==> src/rtl/mod100_timer_ctrl.sv <==
// Start/stop/pause timer around a mod-100 count: prescaled ticks step the count
// up or down from a loaded value until a registered target is reached.
module mod100_timer_ctrl #(
  parameter int unsigned PRESCALE = 10
) (
  input  logic       clk,
  input  logic       rst_n,
  input  logic       start,
  input  logic       stop,
  input  logic       clear,
  input  logic       dir,
  input  logic       load_en,
  input  logic [6:0] load_val,
  input  logic [6:0] target_val,
  output logic [6:0] count,
  output logic [3:0] tens,
  output logic [3:0] ones,
  output logic       busy,
  output logic       done,
  output logic       wrap,
  output logic       err
);

  typedef enum logic [1:0] {ST_IDLE, ST_RUN, ST_PAUSE, ST_DONE} state_t;

  localparam logic [15:0] PRESC_LAST = 16'(PRESCALE - 1);
  localparam logic [6:0]  MAX_COUNT  = 7'd99;

  state_t      state_q, state_d;
  logic [6:0]  count_q, count_d;
  logic [6:0]  target_q, target_d;
  logic [15:0] presc_q, presc_d;
  logic        done_q, done_d;
  logic        wrap_q, wrap_d;
  logic        err_q, err_d;
  logic [6:0]  step_val;
  logic        step_wrap;

  // Value the count would take on a tick, with the mod-100 wrap in either direction.
  always_comb begin
    step_val  = count_q;
    step_wrap = 1'b0;
    if (dir) begin
      if (count_q == MAX_COUNT) begin
        step_val  = 7'd0;
        step_wrap = 1'b1;
      end else begin
        step_val = count_q + 7'd1;
      end
    end else begin
      if (count_q == 7'd0) begin
        step_val  = MAX_COUNT;
        step_wrap = 1'b1;
      end else begin
        step_val = count_q - 7'd1;
      end
    end
  end

  always_comb begin
    // NOTE: every signal gets a default before the branches so no path leaves it unassigned (no latch).
    state_d  = state_q;
    count_d  = count_q;
    target_d = target_q;
    presc_d  = presc_q;
    done_d   = 1'b0;
    wrap_d   = 1'b0;
    err_d    = 1'b0;

    if (clear) begin
      state_d = ST_IDLE;
      count_d = 7'd0;
      presc_d = 16'd0;
    end else begin
      unique case (state_q)
        ST_IDLE, ST_DONE: begin
          // A stop here has nothing to pause but still masks the lower-priority commands.
          if (!stop) begin
            if (start) begin
              if (target_val <= MAX_COUNT) begin
                target_d = target_val;
                presc_d  = 16'd0;
                state_d  = ST_RUN;
              end else begin
                err_d = 1'b1;
              end
            end else if (load_en) begin
              if (load_val <= MAX_COUNT) begin
                count_d = load_val;
                state_d = ST_IDLE;
              end else begin
                err_d = 1'b1;
              end
            end
          end
        end
        ST_RUN: begin
          // Stopping freezes the prescaler at this edge so RUN cycles per step stay at PRESCALE.
          if (stop) begin
            state_d = ST_PAUSE;
          end else if (presc_q == PRESC_LAST) begin
            presc_d = 16'd0;
            count_d = step_val;
            wrap_d  = step_wrap;
            if (step_val == target_q) begin
              state_d = ST_DONE;
              done_d  = 1'b1;
            end
          end else begin
            presc_d = presc_q + 16'd1;
          end
        end
        ST_PAUSE: begin
          if (!stop && start) state_d = ST_RUN;
        end
        default: state_d = ST_IDLE;
      endcase
    end
  end

  always_ff @(posedge clk) begin
    // NOTE: sequential state uses non-blocking assignments so all registers update together.
    if (!rst_n) begin
      state_q  <= ST_IDLE;
      count_q  <= 7'd0;
      target_q <= 7'd0;
      presc_q  <= 16'd0;
      done_q   <= 1'b0;
      wrap_q   <= 1'b0;
      err_q    <= 1'b0;
    end else begin
      state_q  <= state_d;
      count_q  <= count_d;
      target_q <= target_d;
      presc_q  <= presc_d;
      done_q   <= done_d;
      wrap_q   <= wrap_d;
      err_q    <= err_d;
    end
  end

  assign count = count_q;
  assign tens  = 4'(count_q / 7'd10);
  assign ones  = 4'(count_q % 7'd10);
  assign busy  = (state_q == ST_RUN) || (state_q == ST_PAUSE);
  assign done  = done_q;
  assign wrap  = wrap_q;
  assign err   = err_q;

endmodule

==> config.mk <==
export PLATFORM = sky130hd
export DESIGN_NAME = mod100_timer_ctrl
export DESIGN_NICKNAME = d
export VERILOG_FILES = /design/src/rtl/mod100_timer_ctrl.sv
export SDC_FILE = /design/constraint.sdc
export NUM_CORES = 1
export LEC_CHECK = 0
export ABC_AREA = 0
export BUFFER_PORTS_ARGS = -buffer_cell sky130_fd_sc_hd__buf_2
export CAP_MARGIN = 40
export CORE_MARGIN = 3
export CORE_UTILIZATION = 50
export CTS_CLUSTER_SIZE = 8
export DETAILED_ROUTE_END_ITERATION = 6
export GPL_TIMING_DRIVEN = 0
export PLACE_DENSITY = 0.71
export SLEW_MARGIN = 20
export SYNTH_ARGS = -nofsm -noshare
export SYNTH_HDL_FRONTEND = slang
export SYNTH_SLANG_ARGS = --single-unit
==> constraint.sdc <==
create_clock -name clk -period 3.14 [get_ports clk]
set_input_delay 0.157 -clock clk [delete_from_list [all_inputs] [get_ports clk]]
set_output_delay 0.157 -clock clk [all_outputs]
set_load 0.03 [all_outputs]
# == After elaboration in Yosys (flattened, before gate mapping) ==
# Index checks and enable logic that the tools add are counted.
# op_classes
bitwise_logic,6
n_lt_le_gt_ge,2
n_eq_ne,20
div,2
n_reduce_logical,14
n_mux,34
n_addsub,3
# ops
operator,count
two-way mux 16 bit,5
two-way mux 7 bit,9
case mux 16 bit (2 select lines),1
two-way mux 2 bit,9
"!= test 2 bit, second input constant",9
"adder 16 x 1 -> 16 bit, second input constant",1
"equality test 16 x 4 -> 1 bit, second input constant",1
"!= test 3 bit, second input constant",5
"less-or-equal comparator 7 bit, second input constant",2
case mux 7 bit (2 select lines),1
AND reduction 7 bit,2
AND reduction 5 bit,2
two-way mux 1 bit,8
"adder 7 x 1 -> 7 bit, second input constant",1
"divider 7 x 4 -> 7 bit, second input constant",1
equality test 7 bit,1
"equality test 7 bit, second input constant",1
logical NOT 7 bit,1
"modulo 7 x 4 -> 7 bit, second input constant",1
"subtractor 7 x 1 -> 7 bit, second input constant",1
inverter 1 bit,6
case mux 2 bit (3 select lines),1
OR reduction 5 bit,1
"equality test 2 bit, second input constant",2
other kinds (8),9
# word_totals
out_inout_bits,19
word_cells,88
ff_bits,35

# == Longest topological paths before layout ==
# Gate-level depths: netlist of the first run.
# depth
word_depth,8
mapped_depth,11

# == Worst setup path before layout of the first run ==
# No wires, ideal clock.
# synth_path
path_type,reg2out
start,"register count_q[2], in the netlist count[2]"
end,output port ones[2]
stages_incl_launch_ff,10
required_time_ns,2.983
arrival_time_ns,3.076
slack_ns,-0.093
cell_sequence,dfxtp_1 clkbuf_1 clkbuf_1 buf_1 o221a_2 xnor2_1 ha_1 inv_1 a21boi_1 mux2i_1
# synth_via
elab_chain_len,1
# synth_lines
item,line,source
from (decl),30,"logic [6:0] count_q, count_d;"
from (signal assigned),133,count_q <= count_d;
modulo 7 x 4 -> 7 bit,144,assign ones = 4'(count_q % 7'd10);
to (decl),17,"output logic [3:0] ones,"
# No other way between the ends.

# == Worst setup path after layout of the first run ==
# layout_path
start,"register count_q[5], in the netlist count[5]"
end,output port ones[2]
# Same word-level chain as after synthesis.

==> results.json, run 1 <==
{
  "final_max_slew_viol_count": 0,
  "core_area_um2": 5172,
  "r2r_cells": 10,
  "clock_latency_ns": 0.29,
  "seq_power_share_pct": 42.0,
  "setup_viol": 0,
  "reg2reg_to": "state_q[0]",
  "ys_seq_elements": 35,
  "min-delay-start": "target_val[0]",
  "async_flop_share_pct": 0,
  "max_freq_mhz": 333.6,
  "cts_hold_buffers": 0,
  "hold_slack_ns": 0.1219,
  "via_per_inst": 5.795,
  "vdd_drop_max_mv": 0.2341,
  "grtUsageTotal_pct": 22.31,
  "clock_skew_ns": 0.006711,
  "preCtsSetupSlack_ns": -0.1867,
  "whs_path_depth": 3,
  "outcome": "finished clean",
  "max_cap_viol_count": 0,
  "antenna_found_initial": 0,
  "mostFrequentLayoutCells": "buf_2 (41), nor2_1 (40), dfxtp_1 (34)",
  "layout.nets": 408,
  "min_delay_worst_endpoint": "target_q[0]",
  "yosysWarningCount": 0,
  "n_antenna_cell": 0,
  "maxSlewHeadroom_pct": 50.59,
  "cts_max_level": 2,
  "switching_share_pct": 29.27,
  "path_class": "reg2out",
  "clockBufferDepth": 2,
  "netSwitchingPower_w": 0.0003199,
  "num_rows": 26,
  "path_clk_slew_ns": 0.08,
  "power.leakage_nw": 1.311,
  "worstPathRequired_ns": 2.98,
  "tns_ns": 0,
  "clkPwrFrac_pct": 38.7,
  "r2r_slack_ns": 0.23,
  "dieArea_um2": 6299,
  "power_density_nw_per_um2": 348.6,
  "place_hpwl_um": 5138,
  "hold_class": "in2reg",
  "tightest_slew_ns": 0.7397,
  "num_vias": 2602,
  "synth_edf_count": 0,
  "p_comb_share_pct": 19.4,
  "crit_arrival_ns": 2.84,
  "gr-total-overflow": 0,
  "gp_congestion": 0.9232,
  "finalWorstSetupSlack_ns": 0.1427,
  "synth_area_um2": 2691,
  "cts_tree": "built",
  "end_kind": "output pin",
  "synth_ff_type": "dfxtp_1",
  "dp_cells": 442,
  "root_buffer": "clkbuf_8",
  "yosysUniqueCellTypes": 67,
  "grt_pass1_wl_um": 11190,
  "r2r_start": "count[0]",
  "syn_to_final_growth_pct": 16.50,
  "rsz0062_at_grt": "true",
  "postSynthCellCount": 335,
  "final_common_cell": "buf_2",
  "post_cts_buffers": 0,
  "n_fill_cell": 477,
  "drcViolationCount": 0,
  "initialDrtViolationCount": 275,
  "power_w": 0.001093,
  "startpoint_type": "flip-flop",
  "die_x_um": 79.37,
  "grt_pass1_vias": 2272,
  "wirelength_um": 6581,
  "grt_max_degree": 19,
  "drtAntennaViolNets": 0,
  "fin_crit_sh_pct": 95.46,
  "io_buffers": 37,
  "io_pins": 40,
  "ys_seq_area_share_pct": 26.03,
  "drive_above_1_share_pct": 21.11,
  "die_h_um": 79.37,
  "syn_nets": 365,
  "crit_fanout": 10,
  "finalHoldViolCount": 0,
  "dr.pass1.iters": 4,
  "initial_core_util_pct": 52.03,
  "wire_per_inst_um": 14.66,
  "period_needed_ns": 2.997,
  "p_int_w": 0.0007730,
  "numCtsBuffers": 5,
  "cts_sinks": 35,
  "finalNonFillerCells": 449,
  "syn_avg_cell_area_um2": 8.034
}
-- metal layers --
metal	part of all wire [%]	global-route usage, %	wire length [um]
met5	0	0	0
met2	44	33.33	2909
met4	1.2	5.670	78
met3	5.9	4.082	390
met1	49	32.85	3202
-- stage by stage --
| step | util (%) | instance area [um2] |
|---|---|---|
| 4_1_cts | 60.09 | 3108 |
| 3_3_place_gp | 57.57 | 2978 |
| 6_report | 60.62 | 3136 |
| 2_1_floorplan | - | 2705 |
| 5_1_grt | 60.62 | 3136 |
| 3_5_place_dp | 57.57 | 2978 |
-- flip-flops by register name, indices dropped and copies added (netlist names) --
name,cells
presc_q,16
count,7
target_q,7
state_q,2
done,1
err,1
wrap,1
-- final cells by class --
class | instances | area [um2] | area share (%)
clock buffer | 5 | 68.82 | 2.195
timing repair buffer | 37 | 185.2 | 5.906
tap | 70 | 87.58 | 2.793
sequential | 35 | 701.9 | 22.39
multi-input combinational | 262 | 1872 | 59.70
clock inverter | 3 | 46.29 | 1.476
inverter | 17 | 63.81 | 2.035
buffer | 20 | 110.1 | 3.512
-- cells by family (layout without fill, tap and decap cells) --
family | count (synthesis) | after routing | synth area share [%]
AO/OA/AOI/OAI | 75 | 75 | 20.08
XOR/XNOR | 19 | 19 | 6.183
adder cells (fa/ha/maj) | 9 | 9 | 4.184
buffers and inverters | 38 | 82 | 5.951
flip-flops | 35 | 35 | 26.03
multiplexers | 22 | 22 | 8.322
AND/OR/NAND/NOR | 137 | 137 | 29.24
-- power by group through the flow --
stage          clock, W  sequential [W]  combinational (W)
3_3_place_gp          0        0.000469           0.000203
4_1_cts        0.000428        0.000459           0.000208
6_report       0.000423        0.000459           0.000212
3_5_place_dp          0        0.000469           0.000206
5_1_grt        0.000440        0.000460           0.000233
2_1_floorplan         0        0.000471           0.000149
-- how the worst max path moves through the flow --
stage | startpoint | end | slack, ns | cells after the start
6_report | count[5] | ones[2] | 0.14 | 12
5_1_grt | count[4] | ones[2] | -0.02 | 10
4_1_cts | count[2] | ones[2] | 0.005 | 10
3_5_place_dp | count[2] | ones[2] | -0.19 | 10
3_3_place_gp | count[2] | ones[2] | -0.16 | 10
2_1_floorplan | count[2] | ones[2] | 0.02 | 9
-- critical path, cell delays in order, from the launching register on --
cell,delay (ns)
dfxtp_2,0.41
clkbuf_4,0.22
clkbuf_4,0.21
nand2_1,0.08
nand2_1,0.09
o31ai_1,0.06
o221a_2,0.30
xnor2_2,0.21
ha_2,0.24
inv_1,0.07
a21boi_4,0.20
mux2i_4,0.24
buf_2,0.21
-- cells in the mapped netlist, types with 5 or more instances --
library cell / number / area [um2]
nor2_1: 40 / 150.1
nand2_1: 21 / 78.83
mux2i_1: 19 / 190.2
nand3_1: 11 / 55.05
xor2_1: 12 / 105.1
inv_1: 17 / 63.81
a21oi_1: 21 / 105.1
a31oi_1: 9 / 56.30
clkbuf_1: 11 / 41.29
a211oi_1: 7 / 52.55
dfxtp_1: 35 / 700.7
o21ai_0: 6 / 30.03
ha_1: 9 / 112.6
buf_2: 5 / 25.02
nor2b_1: 12 / 75.07
xnor2_1: 7 / 61.31
nand2b_1: 6 / 37.54
nand4_1: 12 / 75.07
-- repair_timing --
action | in CTS | in global routing
endpoints found under the setup margin | 4 | 3
resized for setup | 8 | 9
cloned | 0 | 0
(Power assumes the default switching activity.)
==> run 2, diff against run 1 <==
Settings changed: CTS_BUF_LIST from default to sky130_fd_sc_hd__clkbuf_16.
==> run 2 against run 1 <==
Net effect: first-iteration DRC count shrank 4.7%; register-to-register slack is essentially flat; critical path depth is the same; sequential cell count is the same; die area is the same; critical endpoint unchanged.
==> results.json, run 2 (same netlist as run 1, synthesis figures left out) <==
{
  "r2r_cells": 10,
  "wirelength_um": 6685,
  "outcome": "finished clean",
  "slowest_stage": "dfxtp_2",
  "post-route-util_pct": 61.66,
  "worst-path-stages": 12,
  "end_kind": "output pin",
  "top_register": "presc_q",
  "path_class": "reg2out",
  "initial_core_util_pct": 52.03,
  "largest_reg_flops": 16,
  "grt_pass1_vias": 2304,
  "power_w": 0.001249,
  "syn_to_final_growth_pct": 18.50,
  "hold_slack_ns": 0.1326,
  "die_x_um": 79.37,
  "finalWorstSetupSlack_ns": 0.1567,
  "io_buffers": 37,
  "layout.nets": 408,
  "post_cts_buffers": 0,
  "reg2reg_to": "state_q[0]",
  "gp_congestion": 0.9232,
  "dieArea_um2": 6299,
  "worstPathCellList": "clkbuf_4 -> clkbuf_4 -> nand2_1 -> nand2_1 -> o31ai_1 -> o221a_2 -> xnor2_2 -> ha_1 -> inv_1 -> a21boi_4 -> mux2i_4 -> buf_2",
  "preCtsSetupSlack_ns": -0.1867,
  "n_antenna_cell": 0,
  "die_h_um": 79.37,
  "dp_cells": 442,
  "path_clk_slew_ns": 0.06,
  "worstPathRequired_ns": 2.98,
  "max_freq_mhz": 335.2,
  "dr.pass1.iters": 4,
  "clock_skew_ns": 0.005190,
  "grtUsageTotal_pct": 22.43,
  "clock_latency_ns": 0.28,
  "place_hpwl_um": 5138,
  "vdd_drop_max_mv": 0.2297,
  "grt_max_degree": 19,
  "finalHoldViolCount": 0,
  "tightest_slew_ns": 0.7711,
  "path_buf_inv": 4,
  "final_max_slew_viol_count": 0,
  "num_rows": 26,
  "grt_pass1_wl_um": 11250,
  "mostFrequentLayoutCells": "buf_2 (41), nor2_1 (40), dfxtp_1 (34)",
  "startpoint": "count[5]",
  "initialDrtViolationCount": 262,
  "whs_path_depth": 3,
  "hold_class": "in2reg",
  "period_needed_ns": 2.983,
  "cts_hold_buffers": 0,
  "critical_path.top_delay_family": "buffers and inverters",
  "critPathMaxStageDelay_ns": 0.41,
  "crit_path_end": "ones[2]",
  "crit_arrival_ns": 2.83,
  "io_pins": 40,
  "wire_per_inst_um": 14.89,
  "startpoint_type": "flip-flop",
  "via_per_inst": 5.846,
  "maxSlewHeadroom_pct": 48.50,
  "final_common_cell": "buf_2",
  "drcViolationCount": 0,
  "core_area_um2": 5172,
  "finalNonFillerCells": 449,
  "antenna_found_initial": 0,
  "crit_fanout": 10,
  "setup_viol": 0,
  "drtAntennaViolNets": 0,
  "gr-total-overflow": 0,
  "num_vias": 2625,
  "cts_max_level": 2,
  "cts_tree": "built",
  "numCtsBuffers": 5,
  "power_density_nw_per_um2": 391.6,
  "fin_crit_sh_pct": 95.01,
  "r2r_slack_ns": 0.23,
  "r2r_start": "count[0]",
  "root_buffer": "clkbuf_16",
  "cts_sinks": 35,
  "drive_above_1_share_pct": 20.84,
  "max_cap_viol_count": 0,
  "clockBufferDepth": 2,
  "power.leakage_nw": 1.338
}
==> run 2: metrics by stage <==
step	instance area, um2	TNS [ns]
after floorplan	2705	0
after global placement	2978	-0.1943
after detailed placement	2978	-0.2517
after CTS	3164	0
after global routing	3189	-0.009118
final	3189	0
==> run 2: tightest hold or removal path, stage by stage <==
cell     delay (ns)
buf_2          0.07
mux2i_1        0.05
nor2b_1        0.09
==> run 2: layout make-up <==
type | count | area, um2
timing repair buffer | 37 | 185.2
clock buffer | 5 | 125.1
inverter | 17 | 63.81
tap | 70 | 87.58
sequential | 35 | 701.9
multi-input combinational | 262 | 1869
clock inverter | 3 | 46.29
buffer | 20 | 110.1
fill | 468 | 1983
==> run 2: worst min-delay path by stage <==
stage,start,end
detailed placement,target_val[0],target_q[0]
global placement,target_val[1],target_q[1]
finish,target_val[0],target_q[0]
floorplan,rst_n,target_q[0]
CTS,target_val[0],target_q[0]
global route,target_val[2],target_q[2]
==> run 2: report_power, final <==
group | internal, W | leakage (nW) | switching (W)
combinational | 0.0000826 | 0.974 | 0.000130
sequential | 0.000452 | 0.283 | 0.00000763
clock | 0.000377 | 0.0804 | 0.000200
==> run 2: what timing repair did <==
item	4_1_cts	5_1_grt
endpoints found under the setup margin	4	3
gates resized for setup	8	8
hold endpoints to repair	0	0
==> run 2: per-layer routing <==
| layer | track usage, % | up-vias | share of wire (%) |
|---|---|---|---|
| li1 | - | 1304 | - |
| met1 | 32.64 | 1254 | 49 |
| met2 | 34.01 | 60 | 44 |
| met3 | 4.422 | 7 | 5.6 |
| met4 | 5.155 | 0 | 1.0 |
| met5 | 0 | - | 0 |
==> run 3, diff against run 2 <==
Settings changed: CELL_PAD_IN_SITES_DETAIL_PLACEMENT from default to 0, CELL_PAD_IN_SITES_GLOBAL_PLACEMENT from default to 2, CORE_UTILIZATION 50 to 34, PLACE_DENSITY 0.71 to default, PLACE_DENSITY_LB_ADDON from default to 0.1.
==> run 3 against run 2 <==
Net effect: first-iteration DRC count shrank 48%; die area grew 43%; core utilization shrank 18 points; register-to-register slack about the same; critical path type unchanged.
==> results.json, run 3 (same netlist as run 1, synthesis figures left out) <==
{
  "largest_reg_flops": 16,
  "cts_sinks": 35,
  "p_int_w": 0.0009102,
  "startpoint": "count[2]",
  "numCtsBuffers": 5,
  "path_class": "reg2out",
  "finalNonFillerCells": 480,
  "final_common_cell": "nor2_1",
  "clock_skew_ns": 0.01036,
  "drcViolationCount": 0,
  "grt_pass1_wl_um": 12720,
  "outcome": "finished clean",
  "place_hpwl_um": 5929,
  "clkPwrFrac_pct": 45.8,
  "postPlaceCellArea_um2": 3014,
  "clock_latency_ns": 0.28,
  "die_h_um": 94.97,
  "drtAntennaViolNets": 0,
  "path_clk_slew_ns": 0.06,
  "finalHoldViolCount": 0,
  "die_x_um": 94.97,
  "initialDrtViolationCount": 135,
  "grtUsageTotal_pct": 18.09,
  "hold_class": "in2reg",
  "vdd_drop_max_mv": 0.2047,
  "dr.pass1.iters": 4,
  "drive_above_1_share_pct": 21.26,
  "io_buffers": 37,
  "r2r_start": "count[1]",
  "period_needed_ns": 2.988,
  "mostFrequentLayoutCells": "nor2_1 (40), buf_2 (39), dfxtp_1 (34)",
  "max_cap_viol_count": 0,
  "gr-total-overflow": 0,
  "netSwitchingPower_w": 0.0003400,
  "grt_pass1_vias": 2503,
  "fin_area_um2": 3246,
  "worstPathRequired_ns": 2.98,
  "end_kind": "output pin",
  "antenna_found_initial": 0,
  "top_register": "presc_q",
  "via_per_inst": 5.421,
  "dieArea_um2": 9019,
  "switching_share_pct": 27.19,
  "startpoint_type": "flip-flop",
  "num_rows": 31,
  "r2r_cells": 10,
  "root_buffer": "clkbuf_16",
  "clockBufferDepth": 2,
  "maxSlewHeadroom_pct": 49.39,
  "whs_path_depth": 3,
  "io_pins": 40,
  "power.leakage_nw": 1.344,
  "cts_max_level": 2,
  "finalWorstSetupSlack_ns": 0.1521,
  "layout.nets": 410,
  "final_max_slew_viol_count": 0,
  "min_delay_worst_endpoint": "target_q[1]",
  "r2r_slack_ns": 0.22,
  "tightest_slew_ns": 0.7563,
  "rsz0062_at_grt": "false",
  "reg2reg_to": "state_q[0]",
  "power_density_nw_per_um2": 385.2,
  "p_comb_share_pct": 17.4,
  "crit_arrival_ns": 2.83,
  "wirelength_um": 7773,
  "initial_core_util_pct": 36.14,
  "grt_max_degree": 13,
  "preCtsSetupSlack_ns": -0.3142,
  "n_antenna_cell": 0,
  "core_area_um2": 7447,
  "seq_power_share_pct": 36.7,
  "num_vias": 2602,
  "cts_hold_buffers": 0,
  "cts_tree": "built",
  "min-delay-start": "target_val[1]",
  "max_freq_mhz": 334.7,
  "setup_viol": 0,
  "syn_to_final_growth_pct": 20.59,
  "n_fill_cell": 824,
  "dp_cells": 471,
  "crit_fanout": 10,
  "wire_per_inst_um": 16.19,
  "fin_crit_sh_pct": 95.16,
  "gp_congestion": 0.8186
}
==> run 3: cell type report <==
type | instances | area (um2) | area share [%]
multi-input combinational | 262 | 1871 | 57.63
sequential | 35 | 701.9 | 21.63
timing repair buffer | 38 | 195.2 | 6.014
clock buffer | 5 | 125.1 | 3.855
tap | 99 | 123.9 | 3.817
buffer | 21 | 122.6 | 3.778
inverter | 17 | 63.81 | 1.966
clock inverter | 3 | 42.54 | 1.311
==> run 3: timing repair <==
action | in CTS | in global routing
gates resized for setup | 10 | 14
hold endpoints to repair | 0 | 0
buffers inserted | 0 | 0
endpoints found under the setup margin | 5 | 3
==> run 3: worst max-delay path by stage <==
stage	end	slack [ns]
after CTS	ones[2]	0.02
after global placement	ones[2]	-0.29
final	ones[2]	0.15
after global routing	ones[2]	0.02
after detailed placement	ones[2]	-0.31
after floorplan	ones[2]	0.02
==> run 3: critical path, cell delays in order, from the launching register on <==
cell      delay [ns]
dfxtp_1         0.40
clkbuf_2        0.27
clkbuf_4        0.28
clkbuf_4        0.26
o221a_2         0.25
xnor2_2         0.14
ha_2            0.24
inv_1           0.07
a21boi_4        0.20
mux2i_4         0.24
clkbuf_4        0.20
==> run 3: stage by stage <==
stage	setup TNS [ns]	hold WS, ns	total power (W)	utilization, %
2_1_floorplan	0	0.2852	0.0006195	-
3_3_place_gp	-0.5498	0.4093	0.0006806	40.47
3_5_place_dp	-0.6336	0.4182	0.0006803	40.47
4_1_cts	0	0.1291	0.001261	43.03
5_1_grt	0	0.1523	0.001309	43.58
6_report	0	0.1349	0.001250	43.58
==> run 3: power groups by stage <==
| stage | clock [W] | sequential (W) | combinational (W) |
|---|---|---|---|
| 2_1_floorplan | 0 | 0.000471 | 0.000149 |
| 3_3_place_gp | 0 | 0.000469 | 0.000211 |
| 3_5_place_dp | 0 | 0.000469 | 0.000211 |
| 4_1_cts | 0.000587 | 0.000459 | 0.000214 |
| 5_1_grt | 0.000610 | 0.000460 | 0.000239 |
| 6_report | 0.000573 | 0.000459 | 0.000218 |
==> run 3: routing by layer <==
metal | up-vias | track usage, % | part of all wire [%]
li1 | 1311 | - | -
met1 | 1239 | 26.39 | 52
met2 | 50 | 27.19 | 43
met3 | 2 | 4.143 | 4.4
met4 | 0 | 3.365 | 0.35
met5 | - | 0 | 0
